## config.mk

```make
export PLATFORM = sky130hd
export DESIGN_NAME = video_cap_win
export DESIGN_NICKNAME = d
export VERILOG_FILES = /design/src/rtl/video_cap_win.sv
export SDC_FILE = /design/constraint.sdc
export NUM_CORES = 1
export LEC_CHECK = 0
export ABC_AREA = 0
export CORE_MARGIN = 1
export CORE_UTILIZATION = 50
export DETAILED_ROUTE_END_ITERATION = 10
export HOLD_SLACK_MARGIN = 0.03
export PLACE_DENSITY_LB_ADDON = 0.12
export SYNTH_ARGS = -nofsm -noshare
export SYNTH_HDL_FRONTEND = slang
export SYNTH_SLANG_ARGS = --single-unit
```

## constraint.sdc

```tcl
create_clock -name clk -period 6.2 [get_ports clk]
set_input_delay 1.24 -clock clk [delete_from_list [all_inputs] [get_ports clk]]
set_output_delay 1.24 -clock clk [all_outputs]
set_load 0.1 [all_outputs]
```

## src/rtl/video_cap_win.sv

```systemverilog
// video_cap_win: camera capture front end. Oversamples the sensor pixel
// clock, syncs and bus on clk, packs BPP beats per pixel and writes the
// pixels inside a programmable crop window to the SDRAM write FIFO.
module video_cap_win #(
    parameter int DW      = 8,
    parameter int BPP     = 2,
    parameter int X_START = 0,
    parameter int WIN_W   = 640,
    parameter int Y_START = 0,
    parameter int WIN_H   = 480,
    parameter int CNT_W   = 12,
    parameter int VS_POL  = 1
) (
    input  logic              clk,
    input  logic              rst_n,
    input  logic              vpclk,
    input  logic              vvsync,
    input  logic              vhref,
    input  logic [DW-1:0]     vdb,
    input  logic              cap_en,
    input  logic              err_clr,
    input  logic              wrf_full,
    output logic [DW*BPP-1:0] wrf_din,
    output logic              wrf_wrreq,
    output logic              frame_start,
    output logic              frame_done,
    output logic              ovf_err
);

    localparam int PW = DW * BPP;
    localparam int BW = (BPP > 1) ? $clog2(BPP) : 1;
    localparam logic [BW-1:0]  BEAT_LAST = BW'(BPP - 1);
    localparam logic [CNT_W:0] X_LO = (CNT_W + 1)'(X_START);
    localparam logic [CNT_W:0] X_HI = (CNT_W + 1)'(X_START + WIN_W);
    localparam logic [CNT_W:0] Y_LO = (CNT_W + 1)'(Y_START);
    localparam logic [CNT_W:0] Y_HI = (CNT_W + 1)'(Y_START + WIN_H);
    localparam logic           VS_ACT = VS_POL[0];

    localparam logic [1:0] S_IDLE    = 2'd0;
    localparam logic [1:0] S_WAIT_VS = 2'd1;
    localparam logic [1:0] S_ACTIVE  = 2'd2;

    logic [2:0]       pclk_s;
    logic [1:0]       vs_s;
    logic [1:0]       hr_s;
    logic             vs_h;     // vsync active flag at the previous SE
    logic             hr_h;     // href at the previous SE
    logic [DW-1:0]    vdb_d1;
    logic [DW-1:0]    vdb_d2;

    logic [1:0]       state;
    logic [CNT_W-1:0] x;
    logic [CNT_W-1:0] y;
    logic [BW-1:0]    beat;
    logic [PW-1:0]    pack;

    logic             se;
    logic             vs_act;
    logic             hr;
    logic             vs_end;
    logic             vs_begin;
    logic             line_end;
    logic             take;
    logic             pix_done;
    logic             in_win;
    logic [PW-1:0]    pack_nxt;
    logic [CNT_W-1:0] x_inc;
    logic [CNT_W-1:0] y_inc;

    // Synchronise the sensor controls and delay data to stay aligned with them
    always_ff @(posedge clk or negedge rst_n) begin
        if (!rst_n) begin
            pclk_s <= '0;
            vs_s   <= '0;
            hr_s   <= '0;
            vdb_d1 <= '0;
            vdb_d2 <= '0;
        end else begin
            pclk_s <= {pclk_s[1:0], vpclk};
            vs_s   <= {vs_s[0], vvsync};
            hr_s   <= {hr_s[0], vhref};
            vdb_d1 <= vdb;
            vdb_d2 <= vdb_d1;
        end
    end

    // Sample-event decode, window test and next-value helpers
    always_comb begin
        se       = pclk_s[1] & ~pclk_s[2];
        vs_act   = (vs_s[1] == VS_ACT);
        hr       = hr_s[1];
        vs_end   = se & vs_h & ~vs_act;
        vs_begin = se & ~vs_h & vs_act;
        line_end = se & hr_h & ~hr;
        take     = se & hr & (state == S_ACTIVE);
        pix_done = take & (beat == BEAT_LAST);
        in_win   = ({1'b0, x} >= X_LO) && ({1'b0, x} < X_HI) &&
                   ({1'b0, y} >= Y_LO) && ({1'b0, y} < Y_HI);
        pack_nxt = (pack << DW) | PW'(vdb_d2);
        x_inc    = (x == '1) ? x : x + 1'b1;
        y_inc    = (y == '1) ? y : y + 1'b1;
    end

    // Frame FSM, pixel/line counters, packing and FIFO write path
    always_ff @(posedge clk or negedge rst_n) begin
        if (!rst_n) begin
            state       <= S_IDLE;
            vs_h        <= 1'b0;
            hr_h        <= 1'b0;
            x           <= '0;
            y           <= '0;
            beat        <= '0;
            pack        <= '0;
            wrf_din     <= '0;
            wrf_wrreq   <= 1'b0;
            frame_start <= 1'b0;
            frame_done  <= 1'b0;
            ovf_err     <= 1'b0;
        end else begin
            wrf_wrreq   <= 1'b0;
            frame_start <= 1'b0;
            frame_done  <= 1'b0;

            if (se) begin
                vs_h <= vs_act;
                hr_h <= hr;
            end

            case (state)
                S_IDLE: begin
                    if (cap_en) state <= S_WAIT_VS;
                end
                S_WAIT_VS: begin
                    if (!cap_en) begin
                        state <= S_IDLE;
                    end else if (vs_end) begin
                        state       <= S_ACTIVE;
                        frame_start <= 1'b1;
                    end
                end
                S_ACTIVE: begin
                    if (vs_begin) begin
                        frame_done <= 1'b1;
                        state      <= cap_en ? S_WAIT_VS : S_IDLE;
                    end
                end
                default: state <= S_IDLE;
            endcase

            // Counter clear on frame start is exclusive with take/line_end,
            // both of which require ACTIVE.
            if (state == S_WAIT_VS && cap_en && vs_end) begin
                x    <= '0;
                y    <= '0;
                beat <= '0;
            end else if (take) begin
                pack <= pack_nxt;
                if (beat == BEAT_LAST) begin
                    beat <= '0;
                    x    <= x_inc;
                end else begin
                    beat <= beat + 1'b1;
                end
            end else if (state == S_ACTIVE && line_end) begin
                y    <= y_inc;
                x    <= '0;
                beat <= '0;
            end

            if (pix_done && in_win && !wrf_full) begin
                wrf_wrreq <= 1'b1;
                wrf_din   <= pack_nxt;
            end

            if (pix_done && in_win && wrf_full) begin
                ovf_err <= 1'b1;
            end else if (err_clr) begin
                ovf_err <= 1'b0;
            end
        end
    end

endmodule

```

# After elaboration in Yosys (flattened, before gate mapping)

Cells that the tools add are included.

Input port bits: 16
Word-level logic and storage cells: 92
Output and inout bits: 20
Register bits after elaboration: 80

Order comparisons: 2
Reduce and logical (&&, ||, !) cells: 16
Equal/unequal tests: 11
Add/sub/neg operators: 3
Muxes and demuxes: 27
Bitwise gates (word level): 16

Operators by type and width:

| operator              | number |
|---|---|
| $mux 12               | 9 |
| $add 12x1->12 const B | 2 |
| $eq 12x12->1 const B  | 2 |
| $or 16x8->16          | 1 |
| $mux 1                | 13 |
| $lt 12x10->1 const B  | 1 |
| $lt 12x9->1 const B   | 1 |
| $and 1x1->1           | 10 |
| $reduce_and 3->1      | 3 |
| $mux 2                | 4 |
| $logic_and 1x1->1     | 7 |
| $ne 3x2->1 const B    | 2 |
| $pmux 2 s3            | 1 |
| $not 1->1             | 5 |
| $ne 2x1->1 const B    | 2 |
| $ne 2x2->1 const B    | 2 |
| $reduce_bool 2->1     | 2 |
| $ne 3x3->1 const B    | 1 |
| $reduce_bool 3->1     | 1 |
| $eq 2x1->1 const B    | 1 |
| $eq 2x2->1 const B    | 1 |
| $logic_not 2->1       | 1 |
| $reduce_and 2->1      | 1 |
| $add 1x1->1 const B   | 1 |
| $logic_not 1->1       | 1 |

# Depth between registers and ports, before layout

Depth in word-level cells: 8
Depth in mapped cells: 6
Depth with buffers taken out: 5

# Worst setup path before layout

Ideal clock, no wire load.

Path type: input -> register
Start: input port cap_en
End: register y[2]
Library setup time: 83 ps
Buffers on the path: 0
Arrival time: 2342 ps
Stages: 5
Slack: 3775 ps
Data required time: 6117 ps
Cell sequence: and3b_1 nand2_1 clkinv_1 or4_1 o21ai_0

Cells in the longest elaborated chain, start to end: 4
Elaborated cells on any way between the ends: 7
Those cells by class: eq/ne: 2; mux: 1; reduce/logical: 4

Ends and longest elaborated chain:

| element                                                          | line | text |
|---|---|---|
| start, declared                                                  | 20   | `input logic cap_en,` |
| $logic_and 1x1->1 * (2 in series)                                | 152  | `if (state == S_WAIT_VS && cap_en && vs_end) begin` |
| $ne 2x1->1 (no line) / $reduce_bool 2->1 (equally long branches) | n/a  |  |
| $reduce_and 3->1 (no line)                                       | n/a  |  |
| end signal, assigned                                             | 165  | `y <= y_inc;` |
| end, declared                                                    | 53   | `logic [CNT_W-1:0] y;` |

Every way passes the cells marked *; elsewhere a longest branch is shown, timed or not.
A chain may end at the register's enable or synchronous reset.

# Final worst setup path

Start: register wrf_din[10]
End: output port wrf_din[10]

RTL lines:

| element                | line | text |
|---|---|---|
| start, declared        | 23   | `output logic [DW*BPP-1:0] wrf_din,` |
| start signal, assigned | 172  | `wrf_din <= pack_nxt;` |

No word-level cell between the ends.

==> impl_metrics.csv <==
group,metric,value,unit
status,outcome,"finished clean",
sta,setup_viol,0,
logic_synthesis,synth_top_area_share,60.4,%
sta,worst_slew_pin_slew,1.10,ns
worst_hold_path,hold_depth,0,
critical_path,critPathMaxFanout,2,
die,initial_core_util,51.9,%
critical_path,crit_arrival,1.87,ns
logic_synthesis,seq_area_frac_synth,60.4,%
logic_synthesis,synth_top_flop_cell,"dfrtp_1",
clocking,cts_buffers,9,
placement,place_area,3730,sq um
layout,diodes,0,
drt,drt_wl_total,6250,um
clocking,clk_path_buf_depth,2,
global_routing,grt_pass1_vias,2272,
sta,relSlewSlack,26.0,%
drt,wl_per_cell,15.2,um
logic_synthesis,synth_area,3310,sq um
logic_synthesis,synth_cell_types,50,
sta,rsz0062_at_grt,"false",
drt,vias_per_cell,5.78,
drt,first_pass_iters,4,
power_and_ir_drop,leakagePower,1.71,nW
placement,post-place-ws,2.92,ns
drt,ant_nets,0,
clocking,root_buffer,"clkbuf_8",
die,die_area,6960,sq um
global_routing,antenna_found_initial,0,
die,fp.dieW,83.4,um
logic_synthesis,synth_cells,291,
layout,stdcell_area,3910,sq um
sta,timing.hold.ws,0.353,ns
sta,hold_viol_final,0,
critical_path,r2r_start,"state[0]",
sta,fin_crit,3.11,ns
placement,numPortBuffers,35,
layout,fill_cells,535,
clocking,cts.sinks,80,
critical_path,rrSetupSlack,3.44,ns
critical_path,worstSetupPathType,"reg2out",
layout,final_nets,348,
logic_synthesis,synth_fp_nets,309,
layout,drive_gt1_share,11.3,%
logic_synthesis,synth_most_common_cell,"dfrtp_1",
critical_path,reg2reg_depth,4,
clocking,cts_tree,"built",
worst_hold_path,hold_class,"reg2reg",
global_routing,grt.total_usage,19.5,%
logic_synthesis,ys_top_cells_by_area,"dfrtp_1 60%, mux2_2 5.4%, nand2_1 5.4%, a21oi_1 2.0%, a31oi_1 1.9%",
clocking,h-tree-depth,3,
global_routing,grt_pass1_wl,10700,um
sta,slew_viol_final,0,
worst_hold_path,worstHoldEndpoint,"vs_s[1]",
logic_synthesis,synth-edff-count,0,
drt,num_vias,2383,
die,rows,29,
power_and_ir_drop,power_density,281,nW/um^2
logic_synthesis,synth_common_cells,"80 x dfrtp_1, 48 x nand2_1, 16 x mux2_2",
global_routing,grt_overflow,0,
clocking,clk_pin_slew_worst_paths,0.08,ns
die,io_pins,36,
global_routing,grt_max_degree,81,
clocking,postCtsSetupBuffers,0,
layout,syn_to_final_growth,18.1,%
logic_synthesis,synth_seq_cells,80,
power_and_ir_drop,peakVddDrop,168,uV
critical_path,path_buf_inv,1,
sta,finalCritPeriodShare,50.1,%
critical_path,end_kind,"output pin",
critical_path,required,4.96,ns
critical_path,startpoint_type,"flop",
drt,drc,0,
power_and_ir_drop,total_power,1.10,mW
critical_path,crit_family,"buffers and inverters",
clocking,ctsHoldBuffers,0,
placement,gp_congestion,0.811,
clocking,ctsResizeCount,0,
critical_path,path_cells,"clkdlybuf4s50_1",
critical_path,r2r_end,"wrf_din[5]",
sta,tns,0,ns
drt,drtIter0Drc,144,
critical_path,crit_slowest_cell,"clkdlybuf4s50_1",
sta,layout_setup_ws,3.09,ns
logic_synthesis,syn_avg_cell_area,11.4,sq um
logic_synthesis,yosysTopAreaCell,"dfrtp_1",
worst_hold_path,min-delay-start,"vs_s[0]",
sta,max_freq,0.322,GHz
logic_synthesis,synth-async-reset-ratio,100,%
die,core_area,6390,sq um
sta,fin_skew,0.00778,ns
critical_path,slowest_delay,1.14,ns
flow_run,cap_violations,0,
logic_synthesis,yosys_warnings,0,
die,fp.dieH,83.4,um
clocking,clk_latency,0.36,ns
placement,hpwl,3990,um
[layout make-up]
class	instances	area, sq um	area share, %
clock inverters	7	62.6	1.60
clock buffers	9	124	3.16
multi-input cells	194	1240	31.6
well taps	77	96.3	2.46
repair buffers	37	363	9.27
inverters	8	30.0	0.767
flip-flops and latches	80	2000	51.2
[metrics by stage]
step | util, % | std cells
2_1_floorplan | - | 291
3_3_place_gp | 58.4 | 396
3_5_place_dp | 58.4 | 396
4_1_cts | 61.3 | 412
5_1_grt | 61.3 | 412
6_report | 61.3 | 412
[cell families (layout without fill, tap and decap cells)]
logic type / Yosys count / count (layout) / share of synthesized area, %
simple gates: 117 / 117 / 18.8
flops: 80 / 80 / 60.4
compound gates: 56 / 56 / 11.4
mux: 19 / 19 / 6.34
buf+inv: 17 / 61 / 2.30
fa+ha+maj: 2 / 2 / 0.755
[per-layer routing]
metal  up-vias  GRT usage (%)  share of wire (%)
met5         -              0                  0
met4         0           10.5                1.9
met3        11           3.58                4.1
met2        59           29.0                 45
met1      1173           27.2                 49
li1       1140              -                  -
[placed cells by master, fill, tap and decap left out, types with 3 or more instances in the layout]
cell type,netlist,final
a31oi_1,10,10
nand4_1,6,6
nor3_1,7,7
nor2_1,10,10
o31ai_1,6,6
nand2_1,48,48
clkdlybuf4s50_1,0,34
and3_1,4,4
or4_1,7,7
inv_1,7,7
nand3_1,10,10
a21oi_1,13,13
o21a_1,3,3
nor2b_1,3,3
buf_4,1,3
nor4_1,5,5
mux2_2,16,16
a21o_1,3,3
o21ai_0,4,4
and4_1,4,4
clkbuf_8,0,9
inv_6,0,3
mux2i_1,3,3
dfrtp_1,80,80
[worst register-to-register path, stage by stage (launching register included)]
cell and delay (ns):
dfrtp_1 0.41, and4bb_1 0.46, nand2_2 0.32, nor4_4 1.02, mux2_2 0.43
[worst max path at each step]
stage | start | endpoint | slack (ns) | depth (start not counted)
floorplan | cap_en | y[2] | 3.78 | 5
global placement | wrf_full | wrf_din[1] | 2.91 | 3
detailed placement | wrf_full | wrf_din[1] | 2.92 | 3
CTS | wrf_din[7] | wrf_din[7] | 3.08 | 1
global route | wrf_din[10] | wrf_din[10] | 3.04 | 1
finish | wrf_din[10] | wrf_din[10] | 3.09 | 1
[where the power goes]
group / internal [mW] / switching, mW / leakage, nW
Sequential: 0.572 / 0.0586 / 1.01
Combinational: 0.0501 / 0.0541 / 0.613
Clock: 0.154 / 0.211 / 0.0927
Total: 0.776 / 0.323 / 1.71
[state kept, by name, summed over array words and instances (netlist names), 2 cells and up]
name     flops
hr_s         2
pack         8
pclk_s       3
state        2
vdb_d1       8
vdb_d2       8
vs_s         2
wrf_din     16
x           12
y           12
(Power assumes the default switching activity.)
